`config.mk`:
```
export PLATFORM = sky130hd
export DESIGN_NAME = scanned_screen_driver
export DESIGN_NICKNAME = d
export VERILOG_FILES = /design/src/rtl/scanned_screen_driver.sv
export SDC_FILE = /design/constraint.sdc
export NUM_CORES = 1
export LEC_CHECK = 0
export CAP_MARGIN = 0
export CORE_MARGIN = 4
export CORE_UTILIZATION = 49
export CTS_BUF_LIST = sky130_fd_sc_hd__clkbuf_16
export CTS_CLUSTER_SIZE = 8
export DETAILED_ROUTE_END_ITERATION = 6
export PLACE_DENSITY = 0.73
export SYNTH_ARGS = -nofsm -noshare
export SYNTH_HDL_FRONTEND = slang
export SYNTH_SLANG_ARGS = --single-unit
```
`constraint.sdc`:
```
create_clock -name clk_i -period 3 [get_ports clk_i]
set_clock_uncertainty 0.2 [all_clocks]
set_input_delay 0.6 -clock clk_i [delete_from_list [all_inputs] [get_ports clk_i]]
set_output_delay 0.6 -clock clk_i [all_outputs]
set_load 0.01 [all_outputs]
```
`src/rtl/scanned_screen_driver.sv`:
```
// -----------------------------------------------------------------------------
// scanned_screen_driver
//
// Drives a multi-digit 7-segment display over one shared segment bus. Digits
// are scanned one at a time, and each digit is selected for ScanDiv cycles.
// A whole frame of segment patterns is accepted through a valid/ready
// handshake into a pending buffer. That buffer is copied into the display
// buffer only at a frame start, so a frame never changes half way through a
// scan. Brightness is a PWM duty within each digit slot. Any digit can be set
// to blink with a half-period of BlinkDiv frames.
//
// Ports
//   clk_i          clock
//   rst_i          synchronous active-high reset
//   segments_i     frame to show, one byte per digit (bit 7 = dp, 1 = lit)
//   blink_mask_i   per-digit blink enable, captured together with segments_i
//   load_valid_i   a frame is offered
//   load_ready_o   a frame can be accepted (pending buffer empty)
//   brightness_i   duty level: 0 = 1/8 ... 7 = 8/8
//   digit_sel_o    one-hot active digit (polarity set by ActiveLow)
//   segments_o     segments of the active digit (polarity set by ActiveLow)
//   frame_o        one-cycle pulse in the first output cycle of each frame
//
// Pending buffer states:
//   state     | meaning
//   BUF_EMPTY | no frame waiting; load_ready_o high
//   BUF_FULL  | frame waiting for the next frame start; load_ready_o low
// -----------------------------------------------------------------------------
module scanned_screen_driver #(
  parameter int NumDigits = 4,
  parameter int ScanDiv   = 1024,
  parameter int BlinkDiv  = 32,
  parameter bit ActiveLow = 1'b1
) (
  input  logic                      clk_i,
  input  logic                      rst_i,
  input  logic [NumDigits-1:0][7:0] segments_i,
  input  logic [NumDigits-1:0]      blink_mask_i,
  input  logic                      load_valid_i,
  output logic                      load_ready_o,
  input  logic [2:0]                brightness_i,
  output logic [NumDigits-1:0]      digit_sel_o,
  output logic [7:0]                segments_o,
  output logic                      frame_o
);

  localparam int SlotW = $clog2(ScanDiv);
  localparam int DigW  = (NumDigits > 1) ? $clog2(NumDigits) : 1;
  localparam int FrmW  = (BlinkDiv > 1) ? $clog2(BlinkDiv) : 1;

  localparam logic [SlotW-1:0] SlotLast = SlotW'(ScanDiv - 1);
  localparam logic [DigW-1:0]  DigLast  = DigW'(NumDigits - 1);
  localparam logic [FrmW-1:0]  FrmLast  = FrmW'(BlinkDiv - 1);
  localparam logic [SlotW:0]   Eighth   = (SlotW + 1)'(ScanDiv / 8);
  localparam logic             Inv      = ActiveLow;

  typedef enum logic {
    BUF_EMPTY = 1'b0,
    BUF_FULL  = 1'b1
  } buf_state_e;

  // scan counters
  logic [SlotW-1:0] slot_cnt_q, slot_cnt_d;
  logic [DigW-1:0]  digit_idx_q, digit_idx_d;
  logic [FrmW-1:0]  frame_cnt_q, frame_cnt_d;
  logic             blink_phase_q, blink_phase_d;

  // frame buffers
  buf_state_e                state_q, state_d;
  logic [NumDigits-1:0][7:0] pend_seg_q, pend_seg_d;
  logic [NumDigits-1:0]      pend_mask_q, pend_mask_d;
  logic [NumDigits-1:0][7:0] disp_seg_q, disp_seg_d;
  logic [NumDigits-1:0]      disp_mask_q, disp_mask_d;
  logic [2:0]                bright_q, bright_d;

  // registered pin outputs
  logic [NumDigits-1:0] digit_sel_q, digit_sel_d;
  logic [7:0]           segments_q, segments_d;
  logic                 frame_q, frame_d;

  logic                 slot_wrap, digit_wrap, frame_wrap;
  logic                 frame_start, accept, swap;
  logic [SlotW:0]       pwm_limit;
  logic                 pwm_on, blanked;
  logic [7:0]           seg_int;
  logic [NumDigits-1:0] sel_int;

  // ---------------------------------------------------------------------------
  // Scan counters: slot -> digit -> frame -> blink phase
  // ---------------------------------------------------------------------------
  always_comb begin
    slot_wrap   = (slot_cnt_q == SlotLast);
    digit_wrap  = (digit_idx_q == DigLast);
    frame_wrap  = (frame_cnt_q == FrmLast);
    frame_start = (slot_cnt_q == '0) && (digit_idx_q == '0);

    slot_cnt_d    = slot_wrap ? '0 : slot_cnt_q + 1'b1;
    digit_idx_d   = digit_idx_q;
    frame_cnt_d   = frame_cnt_q;
    blink_phase_d = blink_phase_q;

    if (slot_wrap) begin
      digit_idx_d = digit_wrap ? '0 : digit_idx_q + 1'b1;
      if (digit_wrap) begin
        frame_cnt_d = frame_wrap ? '0 : frame_cnt_q + 1'b1;
        if (frame_wrap) begin
          blink_phase_d = ~blink_phase_q;
        end
      end
    end
  end

  // ---------------------------------------------------------------------------
  // Pending buffer handshake and frame-start swap.
  // A frame can be accepted only while the buffer is empty. A swap needs a
  // full buffer. So an accept and a swap in the same cycle cannot act on the
  // same data, and a newly accepted frame waits for the next frame start.
  // ---------------------------------------------------------------------------
  always_comb begin
    state_d     = state_q;
    pend_seg_d  = pend_seg_q;
    pend_mask_d = pend_mask_q;
    accept      = 1'b0;
    swap        = 1'b0;

    case (state_q)
      BUF_EMPTY: begin
        if (load_valid_i) begin
          accept      = 1'b1;
          pend_seg_d  = segments_i;
          pend_mask_d = blink_mask_i;
          state_d     = BUF_FULL;
        end
      end
      BUF_FULL: begin
        if (frame_start) begin
          swap    = 1'b1;
          state_d = BUF_EMPTY;
        end
      end
      default: state_d = BUF_EMPTY;
    endcase

    // The output stage reads the post-swap contents. Digit 0 of a new frame
    // therefore shows the new data from its very first cycle.
    disp_seg_d  = swap ? pend_seg_q  : disp_seg_q;
    disp_mask_d = swap ? pend_mask_q : disp_mask_q;
  end

  assign load_ready_o = (state_q == BUF_EMPTY);

  // ---------------------------------------------------------------------------
  // Output stage: PWM, blink gating and pin polarity
  // ---------------------------------------------------------------------------
  always_comb begin
    bright_d = (slot_cnt_q == '0) ? brightness_i : bright_q;

    // Lit window covers the first (level+1)/8 of the slot.
    pwm_limit = ({{(SlotW - 2){1'b0}}, bright_d} + (SlotW + 1)'(1)) * Eighth;
    pwm_on    = ({1'b0, slot_cnt_q} < pwm_limit);
    blanked   = blink_phase_q && disp_mask_d[digit_idx_q];

    seg_int = (pwm_on && !blanked) ? disp_seg_d[digit_idx_q] : 8'h00;

    sel_int              = '0;
    sel_int[digit_idx_q] = 1'b1;

    digit_sel_d = sel_int ^ {NumDigits{Inv}};
    segments_d  = seg_int ^ {8{Inv}};
    frame_d     = frame_start;
  end

  // ---------------------------------------------------------------------------
  // Registers
  // ---------------------------------------------------------------------------
  always_ff @(posedge clk_i) begin
    if (rst_i) begin
      slot_cnt_q    <= '0;
      digit_idx_q   <= '0;
      frame_cnt_q   <= '0;
      blink_phase_q <= 1'b0;
      state_q       <= BUF_EMPTY;
      pend_seg_q    <= '0;
      pend_mask_q   <= '0;
      disp_seg_q    <= '0;
      disp_mask_q   <= '0;
      bright_q      <= '0;
      digit_sel_q   <= {NumDigits{Inv}};
      segments_q    <= {8{Inv}};
      frame_q       <= 1'b0;
    end else begin
      slot_cnt_q    <= slot_cnt_d;
      digit_idx_q   <= digit_idx_d;
      frame_cnt_q   <= frame_cnt_d;
      blink_phase_q <= blink_phase_d;
      state_q       <= state_d;
      pend_seg_q    <= pend_seg_d;
      pend_mask_q   <= pend_mask_d;
      disp_seg_q    <= disp_seg_d;
      disp_mask_q   <= disp_mask_d;
      bright_q      <= bright_d;
      digit_sel_q   <= digit_sel_d;
      segments_q    <= segments_d;
      frame_q       <= frame_d;
    end
  end

  assign digit_sel_o = digit_sel_q;
  assign segments_o  = segments_q;
  assign frame_o     = frame_q;

endmodule
```
# Yosys cells after proc, flatten, opt, wreduce, memory -nomap -nowiden
# Cells that the tools add are included.
# W data, S select, Z words.
# word_totals
word_cells,61
output_inout_bits,14
input_bits,42
ff_bits,107
# classes
addsub,4
n_mux,17
n_eq_ne,3
n_reduce_logical,11
order_cmp,3
n_bitwise,4
# op_table
op,n
$mux W32,1
$bmux W8 S2,1
$mux W8,2
$lt A10 B11 Y1,1
$add A10 B1 Y10 const B,1
$eq A10 B10 Y1 const B,1
$logic_not A10 Y1,1
$not A8 Y8,1
$mux W1,6
$add A5 B1 Y5 const B,1
$eq A5 B5 Y1 const B,1
$mux W5,1
$add A3 B1 Y4 const B,1
$logic_and A1 B1 Y1,4
$mux W4,1
$not A4 Y4,1
$reduce_and A2 Y1,2
$lt A2 B3 Y1 const B,1
$mux W3,1
$reduce_and A3 Y1,1
$add A2 B1 Y2 const B,1
$bmux W1 S2,1
$demux W1 S2,1
$eq A2 B2 Y1 const B,1
7 further kinds,8

# Depth between registers and ports, before layout
# Gate-level depths: netlist (run 1).
# logic_depth
ltp_word,12
depth_mapped,13

# Least setup slack after synthesis (run 1)
# Ideal clock, no wire load.
# synth_path
path_kind,register -> register
start,register slot_cnt_q[0]
end,register segments_q[0] (netlist: segments_o[0])
arrival_time_ns,2.622
setup_slack_ns,0.058
t_required_ns,2.680
period_less_slack_ns,2.942
setup_time_ns,0.120
path_buffers,0
path_stages_with_launch,13
path_cell_list,dfxtp_1 inv_1 ha_1 nor4b_4 nand3_1 mux2_2 ha_1 xor2_1 ha_1 nor4_1 mux2_2 o221ai_2 a211o_1
# synth_via
word_cells_on_any_way,18
# synth_rtl
element,line,rtl
"start, declared",63,"logic [SlotW-1:0] slot_cnt_q, slot_cnt_d;"
"start signal, assigned",192,slot_cnt_q <= slot_cnt_d;
$logic_not A10 Y1,156,bright_d = (slot_cnt_q == '0) ? brightness_i : bright_q;
$mux W3,156,
net bright_d[1],74,"logic [2:0] bright_q, bright_d;"
$add A3 B1 Y4,159,"pwm_limit = ({{(SlotW - 2){1'b0}}, bright_d} + (SlotW + 1)'(1)) * Eighth;"
$lt A10 B11 Y1,160,"pwm_on = ({1'b0, slot_cnt_q} < pwm_limit);"
$logic_and A1 B1 Y1,163,seg_int = (pwm_on && !blanked) ? disp_seg_d[digit_idx_q] : 8'h00;
$mux W8,163,
$not A8 Y8 (no source line),-,
"end signal, assigned",189,segments_q <= {8{Inv}};
"end signal, assigned",203,segments_q <= segments_d;
"end, declared",78,"logic [7:0] segments_q, segments_d;"
# The timed path passes the listed nets, and every way through them passes these cells. The select of a mux whose other input is x is not followed.
# A chain may end at the register's enable or synchronous reset.

# Final worst setup path (run 1)
# layout_path
start,register slot_cnt_q[0]
end,register segments_q[3] (netlist: segments_o[3])
# The elaborated chain is that of the path after synthesis.

==> results of run 1 <==
==> worst max-delay path, stage by stage (launching register included) <==
cell and delay (ns):
dfxtp_2 0.32, inv_1 0.05, ha_1 0.14, nor4b_4 0.24, nand3_2 0.16, mux2_4 0.35
ha_4 0.17, xor2_1 0.16, ha_2 0.23, nor4_4 0.22, mux2_4 0.21, o221ai_4 0.14
a211o_1 0.29
==> power by group through the flow <==
stage / clock network (mW) / logic [mW] / registers [mW]
floorplan: 0 / 0.199 / 1.53
global route: 1.23 / 0.406 / 1.51
detailed placement: 0 / 0.332 / 1.54
CTS: 1.18 / 0.351 / 1.51
global placement: 0 / 0.323 / 1.54
finish: 1.16 / 0.370 / 1.51
==> metal layers <==
layer | track usage, % | routed length [um]
met1 | 24.2 | 4360
met4 | 4.98 | 132
met2 | 35.1 | 5220
met5 | 0 | 0
met3 | 4.53 | 413
==> how the worst min path moves through the flow <==
stage | start | to | slack, ns | cells past startpoint
final | disp_seg_q[30] | disp_seg_q[30] | 0.25 | 2
after global routing | disp_mask_q[3] | disp_mask_q[3] | 0.26 | 2
after CTS | disp_seg_q[0] | disp_seg_q[0] | 0.25 | 2
after detailed placement | disp_seg_q[30] | disp_seg_q[30] | 0.24 | 2
after global placement | disp_seg_q[6] | disp_seg_q[6] | 0.24 | 2
after floorplan | disp_mask_q[2] | disp_mask_q[2] | 0.23 | 2
==> state kept, by name, summed over array words and instances, names as in the netlist <==
register and cells:
segments_o 8, digit_sel_o 4, slot_cnt_q 10, digit_idx_q 2, state_q 1, pend_seg_q 32, disp_seg_q 32, pend_mask_q 4
bright_q 3, frame_o 1, frame_cnt_q 5, blink_phase_q 1, disp_mask_q 4
==> cell type report <==
cell class / instances / area [um^2]
Sequential cell: 107 / 2140
Clock buffer: 9 / 225
Fill cell: 721 / 3160
Tap cell: 108 / 135
Inverter: 9 / 33.8
Multi-Input combinational cell: 348 / 2210
Timing Repair Buffer: 80 / 746
Clock inverter: 7 / 68.8
==> placed cells by master (no fill, tap or decap), types with 4 or more instances in the layout <==
| cell | n |
|---|---|
| a2bb2o_1 | 4 |
| a21oi_1 | 56 |
| mux2i_1 | 17 |
| ha_1 | 8 |
| a311oi_1 | 4 |
| xor2_1 | 4 |
| a211o_1 | 4 |
| nor2_1 | 39 |
| xnor2_1 | 5 |
| nand2_1 | 120 |
| and3_1 | 4 |
| nor3b_1 | 6 |
| inv_1 | 9 |
| nand3_1 | 6 |
| clkdlybuf4s50_1 | 54 |
| mux2_2 | 9 |
| clkbuf_16 | 9 |
| buf_4 | 24 |
| and2_1 | 12 |
| dfxtp_1 | 106 |
| mux4_2 | 4 |
==> through the flow <==
step                      util, %  instances  area [um^2]
after floorplan                 -        492         4410
after global placement       59.0        649         5150
after detailed placement     59.0        649         5150
after CTS                    63.2        666         5510
after global routing         63.8        668         5560
final                        63.8        668         5560
==> what timing repair did <==
item                                   CTS  global route
setup endpoints to repair                5             8
resized for setup                       11             6
endpoints found under the hold margin    0             0
pin swaps                                7             5
buffers inserted                         1             2
==> kinds of logic after synthesis <==
| family | synth area share [%] |
|---|---|
| multiplexers | 9.02 |
| buffers and inverters | 3.57 |
| AND/OR/NAND/NOR | 22.0 |
| flip-flops | 48.6 |
| XOR/XNOR | 1.79 |
| AO/OA/AOI/OAI | 12.0 |
| adder cells (fa/ha/maj) | 3.12 |
==> results.cfg, run 1 <==
[place]
place.gp.congestion = 0.813
hpwl_um = 6850
pre_cts_slack_ns = -0.203
numPortBuffers = 55

[global_route]
antenna_found_initial = 0
grt_pass1_vias = 3485
grt_pass1_wl_um = 16500
grtUsageTotal_pct = 19.8
grt_overflow_total = 0
grt_max_degree = 80

[pwr]
sw_frac_of_total_pct = 24.2
ir_drop_v = 0.000319
p_leak_nw = 2.22
power_switching_uw = 736
seqPwrFrac_pct = 49.6
power_density_nw_per_um2 = 547
internal-power_mw = 2.30
clkPwrFrac_pct = 38.3
combPwrFrac_pct = 12.2
finalPower_mw = 3.04

[critical_path]
start_kind = flop
crit_arrival_ns = 3.03
r2r-end = segments_o[3]
worst_ep_required_time_ns = 3.03
worst-r2r-cell-count = 12
reg2reg_from = slot_cnt_q[0]
path_max_fanout = 5
critical_path_class = reg -> reg
end_kind = flop
r2r_slack_ns = -0.0005
crit_path_end = segments_o[3]
startpoint = slot_cnt_q[0]

[sta]
drv_slew = 0
fin_tns_setup_ns = -0.000533
setup_slack_ns = -0.000533
setup_viol = 1
relSlewSlack_pct = 46.5
period_share_pct = 100
hold_slack_ns = 0.251
tightest_slew_ns = 0.802
hold_violations = 0
post-route-min-period_ns = 3.00
fmax_ghz = 0.333
rsz0062_at_grt = true

[status]
status = finished, violations left
violations = setup timing

[detailed_routing]
dr_total_vias = 3574
wl_um = 10100
firstDrtPassIters = 4
drt_iter0_markers = 99
ant_nets = 0
drc = 0
drt-vias-per-instance = 5.35
detail_route.wl_per_cell_um = 15.2

[yosys]
netlist_instances = 492
seq_area_frac_synth_pct = 48.6
synthArstFlopShare_pct = 0
synth_cell_types = 50
synth_seq_cells = 107
synth_area_um2 = 4410
yosysMostFrequentCell = nand2_1
yosysTopAreaCell = dfxtp_1
yosys-top-cells-count = 120 x nand2_1, 107 x dfxtp_1, 56 x a21oi_1
synth_edf_count = 0
synth-main-ff-cell = dfxtp_1
avgSynthCellArea_um2 = 8.97
yosys.area.top_type_share_pct = 48.6
syn_nets = 545
synthTopCellsByArea = dfxtp_1 49%, nand2_1 10%, a21oi_1 6.4%
yosys_warnings = 0

[floorplan]
start_util_pct = 50.6
die_width_um = 103
fp.dieH_um = 103
std_cell_rows = 34
dieArea_um2 = 10600
pin_count = 56
coreArea_um2 = 8720

[flow_run]
max-cap-violations = 0

[cts]
cts_tree = yes
cts.sinks = 107
htreeDepth = 3
cts_buffer_depth = 2
clk_latency_ns = 0.34
numCtsBuffers = 9
clk_pin_slew_ns = 0.07
clockRootBuffer = clkbuf_16
hold_buffers = 0

[cells_and_area]
layout.nets = 608
diodes = 0
drive_gt1_share_pct = 13.0
syn2layout_area_growth_pct = 26.0

[worst_hold_path]
hold_path_class = reg -> reg
(Power assumes the default switching activity.)
==> run 2: changes to the inputs <==
CORE_MARGIN = default   (was 4)
CTS_BUF_LIST = default   (was sky130_fd_sc_hd__clkbuf_16)
RECOVER_POWER = 100   (was default)
==> run 2 against run 1 <==
  * Clock power fell by 21%
  * Sequential share of layout area rose by 0.86 points
  * The flow now finishes without violations
  * Cell area fell by 2.1%
  * Worst setup slack gained 0.033 ns
==> results.cfg, run 2 (synthesis results as in run 1) <==
[cells_and_area]
layout.nets = 608
fin_cells = 668
postLayoutCellArea_um2 = 5440
drive_gt1_share_pct = 13.0
layout_commonest_cell = nand2_1
diodes = 0
fin_util_pct = 62.4
reg_top3 = disp_seg_q: 32 flops, pend_seg_q: 32 flops, slot_cnt_q: 10 flops
final_cell_mix = 120 x nand2_1, 105 x dfxtp_1, 56 x a21oi_1
syn2layout_area_growth_pct = 23.3

[critical_path]
end_kind = flop
crit_family = simple AND/OR/NAND/NOR gates
cpPeakStageDelay_ns = 0.35
r2r_slack_ns = 0.03
cp_cell_sequence = inv_2, ha_4, nor4b_4, nand3_2, mux2_4, ha_4, inv_1, ha_1, nor4_1, mux2_4, o221ai_4, a211o_1
worst_path_max_delay_cell = mux2_4
start_kind = flop
worst_ep_required_time_ns = 3.08
critical_path_class = reg -> reg
crit_arrival_ns = 3.05
critPathBufInv = 2
path_max_fanout = 5

[floorplan]
start_util_pct = 50.6
pin_count = 56
std_cell_rows = 34
dieArea_um2 = 9390
coreArea_um2 = 8720
die_width_um = 96.9
fp.dieH_um = 96.9

[global_route]
grt_overflow_total = 0
grt_max_degree = 80
met1_usage_pct = 26.2
grtUsageTotal_pct = 21.1
use_met2_pct = 36.8
grt_busiest_layer = met2
grt_pass1_vias = 3435
grt_use_met3_pct = 5.35
grt_pass1_wl_um = 16000
antenna_found_initial = 0

[cts]
numCtsBuffers = 9
clockRootBuffer = clkbuf_8
clk_pin_slew_ns = 0.12
htreeDepth = 3
cts.sinks = 107
clk_latency_ns = 0.38
cts_buffer_depth = 2
cts_tree = yes

[sta]
period_share_pct = 98.9
hold_slack_ns = 0.257
rsz0062_at_grt = true
tightest_slew_ns = 1.00
relSlewSlack_pct = 33.1
fmax_ghz = 0.337
setup_viol = 0
post-route-min-period_ns = 2.97
drv_slew = 0
hold_violations = 0

[pwr]
ir_drop_v = 0.000348
p_leak_nw = 2.17
finalPower_mw = 2.78
power_density_nw_per_um2 = 511

[status]
status = complete, no violations

[place]
dp_cells = 649
place_area_um2 = 5150
numPortBuffers = 55
hpwl_um = 6540
place.gp.congestion = 0.817

[flow_run]
max-cap-violations = 0

[detailed_routing]
detail_route.wl_per_cell_um = 14.1
firstDrtPassIters = 4
drt-vias-per-instance = 5.33
ant_nets = 0
drt_iter0_markers = 177
drc = 0
dr_total_vias = 3560
wl_um = 9410

[worst_hold_path]
hold_path_class = reg -> reg
-- run 2: cell count changes in the layout (fill, tap and decap cells not counted), sizes merged --
cell / change
inv: +3
clkbuf: +1
bufinv: -1
buf: -1
clkinv: -2
-- run 2: tightest hold or removal path: cells and delay by family, from the launching register on --
family	cells	cell delay (ns)
DFF	1	0.32
and+or+nand+nor	1	0.05
AOI/OAI and AO/OA	1	0.05
-- run 2: layout make-up --
type                       count  area [um^2]
fill                         745         3280
multi-input combinational    348         2160
tap                          108          135
timing repair buffer          80          742
clock inverter                 7         98.8
inverter                       9         33.8
sequential                   107         2140
clock buffer                   9          124
-- run 2: final timing paths --
check,from,to,cells after the start
worst max-delay path,slot_cnt_q[1],segments_o[4],12
worst min-delay path,disp_mask_q[2],disp_mask_q[2],2
worst max register to register,slot_cnt_q[1],segments_o[4],12
worst min register to register,disp_mask_q[2],disp_mask_q[2],2
-- run 2: through the flow --
| step | setup WS [ns] | TNS [ns] |
|---|---|---|
| 4_1_cts | 0.00330 | 0 |
| 6_report | 0.0323 | 0 |
| 3_3_place_gp | -0.0157 | -0.0601 |
| 5_1_grt | -0.0665 | -0.349 |
| 3_5_place_dp | -0.0684 | -0.259 |
| 2_1_floorplan | 0.0580 | 0 |
-- run 2: per-layer routing --
metal	vias up	routed length, um
met4	0	94
li1	1797	-
met1	1685	4190
met3	8	346
met2	70	4780
met5	-	0
-- run 2: timing repair --
item	in CTS	in global routing
buffers inserted	0	3
endpoints found under the hold margin	0	0
setup endpoints to repair	4	8
gates resized for setup	1	12
hold buffers	0	0
pin swaps	1	9
-- run 2: where the power goes --
group / internal, mW / total [mW] / switching [mW]
registers: 1.47 / 1.51 / 0.0309
clock network: 0.347 / 0.919 / 0.573
logic: 0.179 / 0.356 / 0.176
total: 2.00 / 2.78 / 0.780
==> run 3: changes to the inputs <==
CELL_PAD_IN_SITES_DETAIL_PLACEMENT = 1   (was default)
CELL_PAD_IN_SITES_GLOBAL_PLACEMENT = 2   (was default)
CORE_UTILIZATION = 30   (was 49)
PLACE_DENSITY = 0.72   (was 0.73)
==> run 3 against run 2 <==
  * Critical path depth is 2 higher
  * Non-clock buffer count is 3 higher
  * Cell area is 3.3% higher
  * Critical path type unchanged
  * Worst setup slack better by 0.042 ns
  * Worst hold slack worse by 0.0026 ns
  * First-iteration DRC count is 19% lower
==> results.cfg, run 3 (synthesis results as in run 1) <==
[sta]
tightest_slew_ns = 1.08
rsz0062_at_grt = true
setup_viol = 0
setup_slack_ns = 0.0739
fin_tns_setup_ns = 0
period_share_pct = 97.5
fmax_ghz = 0.342
post-route-min-period_ns = 2.93
hold_violations = 0
drv_slew = 0
relSlewSlack_pct = 28.0

[cells_and_area]
diodes = 0
fin_cells = 743
fin_util_pct = 39.9
layout_commonest_cell = nand2_1
reg_top3 = disp_seg_q: 32 flops, pend_seg_q: 32 flops, slot_cnt_q: 10 flops
syn2layout_area_growth_pct = 27.4
final_cell_mix = 120 x nand2_1, 105 x dfxtp_1, 56 x a21oi_1
layout.nets = 611
drive_gt1_share_pct = 12.8

[detailed_routing]
drt-vias-per-instance = 4.80
wl_met3_um = 367
dr.max_layer_used = met4
detail_route.wl_per_cell_um = 15.4
wl_um = 11500
dr_total_vias = 3563
met1_length_um = 5640
drt_iter0_markers = 143
firstDrtPassIters = 4
met2RoutedLength_um = 5320
drc = 0
ant_nets = 0

[critical_path]
crit_family = simple AND/OR/NAND/NOR gates
startpoint = slot_cnt_q[0]
start_kind = flop
worst_path_max_delay_cell = dfxtp_2
path_max_fanout = 5
end_kind = flop
cpPeakStageDelay_ns = 0.32
r2r-end = segments_o[4]
cp_cell_sequence = inv_1, ha_1, nor4b_4, nand3_2, buf_4, buf_4, mux2i_4, xor2_1, ha_1, o21ai_1, nand2b_1, nand3b_1, o221ai_4, a211o_1
critPathBufInv = 3
reg2reg_from = slot_cnt_q[0]
crit_arrival_ns = 2.97
worst_ep_required_time_ns = 3.05
crit_path_end = segments_o[4]
critical_path_class = reg -> reg
crit_cells = 14
worst-r2r-cell-count = 14
r2r_slack_ns = 0.07

[global_route]
antenna_found_initial = 0
grt_max_degree = 51
grt_pass1_vias = 3613
grt_pass1_wl_um = 18700
grt_overflow_total = 0
grtUsageTotal_pct = 16.2

[pwr]
seqPwrFrac_pct = 50.4
power_density_nw_per_um2 = 531
clkPwrFrac_pct = 37.1
power_switching_uw = 749
p_leak_nw = 2.21
sw_frac_of_total_pct = 25.1
ir_drop_v = 0.000305
combPwrFrac_pct = 12.5
internal-power_mw = 2.24

[cts]
clk_pin_slew_ns = 0.07
htreeDepth = 3
cts.sinks = 107
cts_tree = yes
clockRootBuffer = clkbuf_16
cts_buffer_depth = 2
numCtsBuffers = 9
clk_latency_ns = 0.35
hold_buffers = 0

[floorplan]
die_width_um = 123
fp.dieH_um = 123
std_cell_rows = 43
start_util_pct = 31.3
pin_count = 56
dieArea_um2 = 15200
coreArea_um2 = 14100

[place]
place.gp.congestion = 0.839
hpwl_um = 7840
dp_cells = 725
numPortBuffers = 55
pre_cts_slack_ns = -0.151

[worst_hold_path]
hold_path_class = reg -> reg

[status]
status = complete, no violations

[flow_run]
max-cap-violations = 0
-- run 3: cell types whose count changed in the layout (fill, tap and decap cells not counted), sizes merged --
| cell | previous run | this run |
|---|---|---|
| inv | 12 | 9 |
| dlygate4sd3 | 0 | 1 |
| clkdlybuf4s50 | 54 | 53 |
| clkbuf | 10 | 15 |
| clkinv | 4 | 5 |
-- run 3: per-stage QoR --
| step | area, um^2 | power (mW) | hold WS (ns) |
|---|---|---|---|
| after floorplan | 4410 | 1.73 | 0.229 |
| after global placement | 5270 | 1.88 | 0.235 |
| after detailed placement | 5270 | 1.89 | 0.250 |
| after CTS | 5570 | 3.02 | 0.258 |
| after global routing | 5620 | 3.14 | 0.276 |
| final | 5620 | 2.99 | 0.255 |
-- run 3: power groups by stage --
stage               registers (mW)  clock network, mW  logic, mW
floorplan                     1.53                  0      0.199
global placement              1.54                  0      0.340
detailed placement            1.54                  0      0.349
CTS                           1.50               1.15      0.359
global route                  1.51               1.21      0.415
finish                        1.51               1.11      0.373
-- run 3: area by class of cell --
type                       instances  area [um^2]
clock buffer                      11          243
sequential                       107         2140
multi-input combinational        348         2190
inverter                           9         33.8
clock inverter                     5         28.8
timing repair buffer              83          756
fill                            1656         8480
tap                              180          225
-- run 3: layer usage --
layer | vias to the layer above | global-route usage (%)
li1 | 1795 | -
met1 | 1719 | 21.1
met2 | 41 | 25.6
met3 | 8 | 4.80
met4 | 0 | 4.89
met5 | - | 0
-- run 3: worst min path at each step --
| stage | endpoint | slack [ns] | startpoint | cells after the start |
|---|---|---|---|---|
| 3_5_place_dp | disp_seg_q[2] | 0.25 | disp_seg_q[2] | 2 |
| 4_1_cts | disp_seg_q[2] | 0.26 | disp_seg_q[2] | 2 |
| 3_3_place_gp | disp_seg_q[6] | 0.24 | disp_seg_q[6] | 2 |
| 2_1_floorplan | disp_mask_q[2] | 0.23 | disp_mask_q[2] | 2 |
| 6_report | disp_seg_q[2] | 0.25 | disp_seg_q[2] | 2 |
| 5_1_grt | pend_seg_q[18] | 0.28 | pend_seg_q[18] | 2 |
-- run 3: what timing repair did --
item                                    in CTS  in global routing
endpoints found under the setup margin       4                  8
pin swaps                                    1                  9
resized for setup                            4                 13
endpoints found under the hold margin        0                  0
setup buffers                                0                  2
-- run 3: tightest hold or removal path, cell delays in order (launching register included) --
cell and delay (ns):
dfxtp_1 0.31, nand2_1 0.05, a21oi_1 0.05
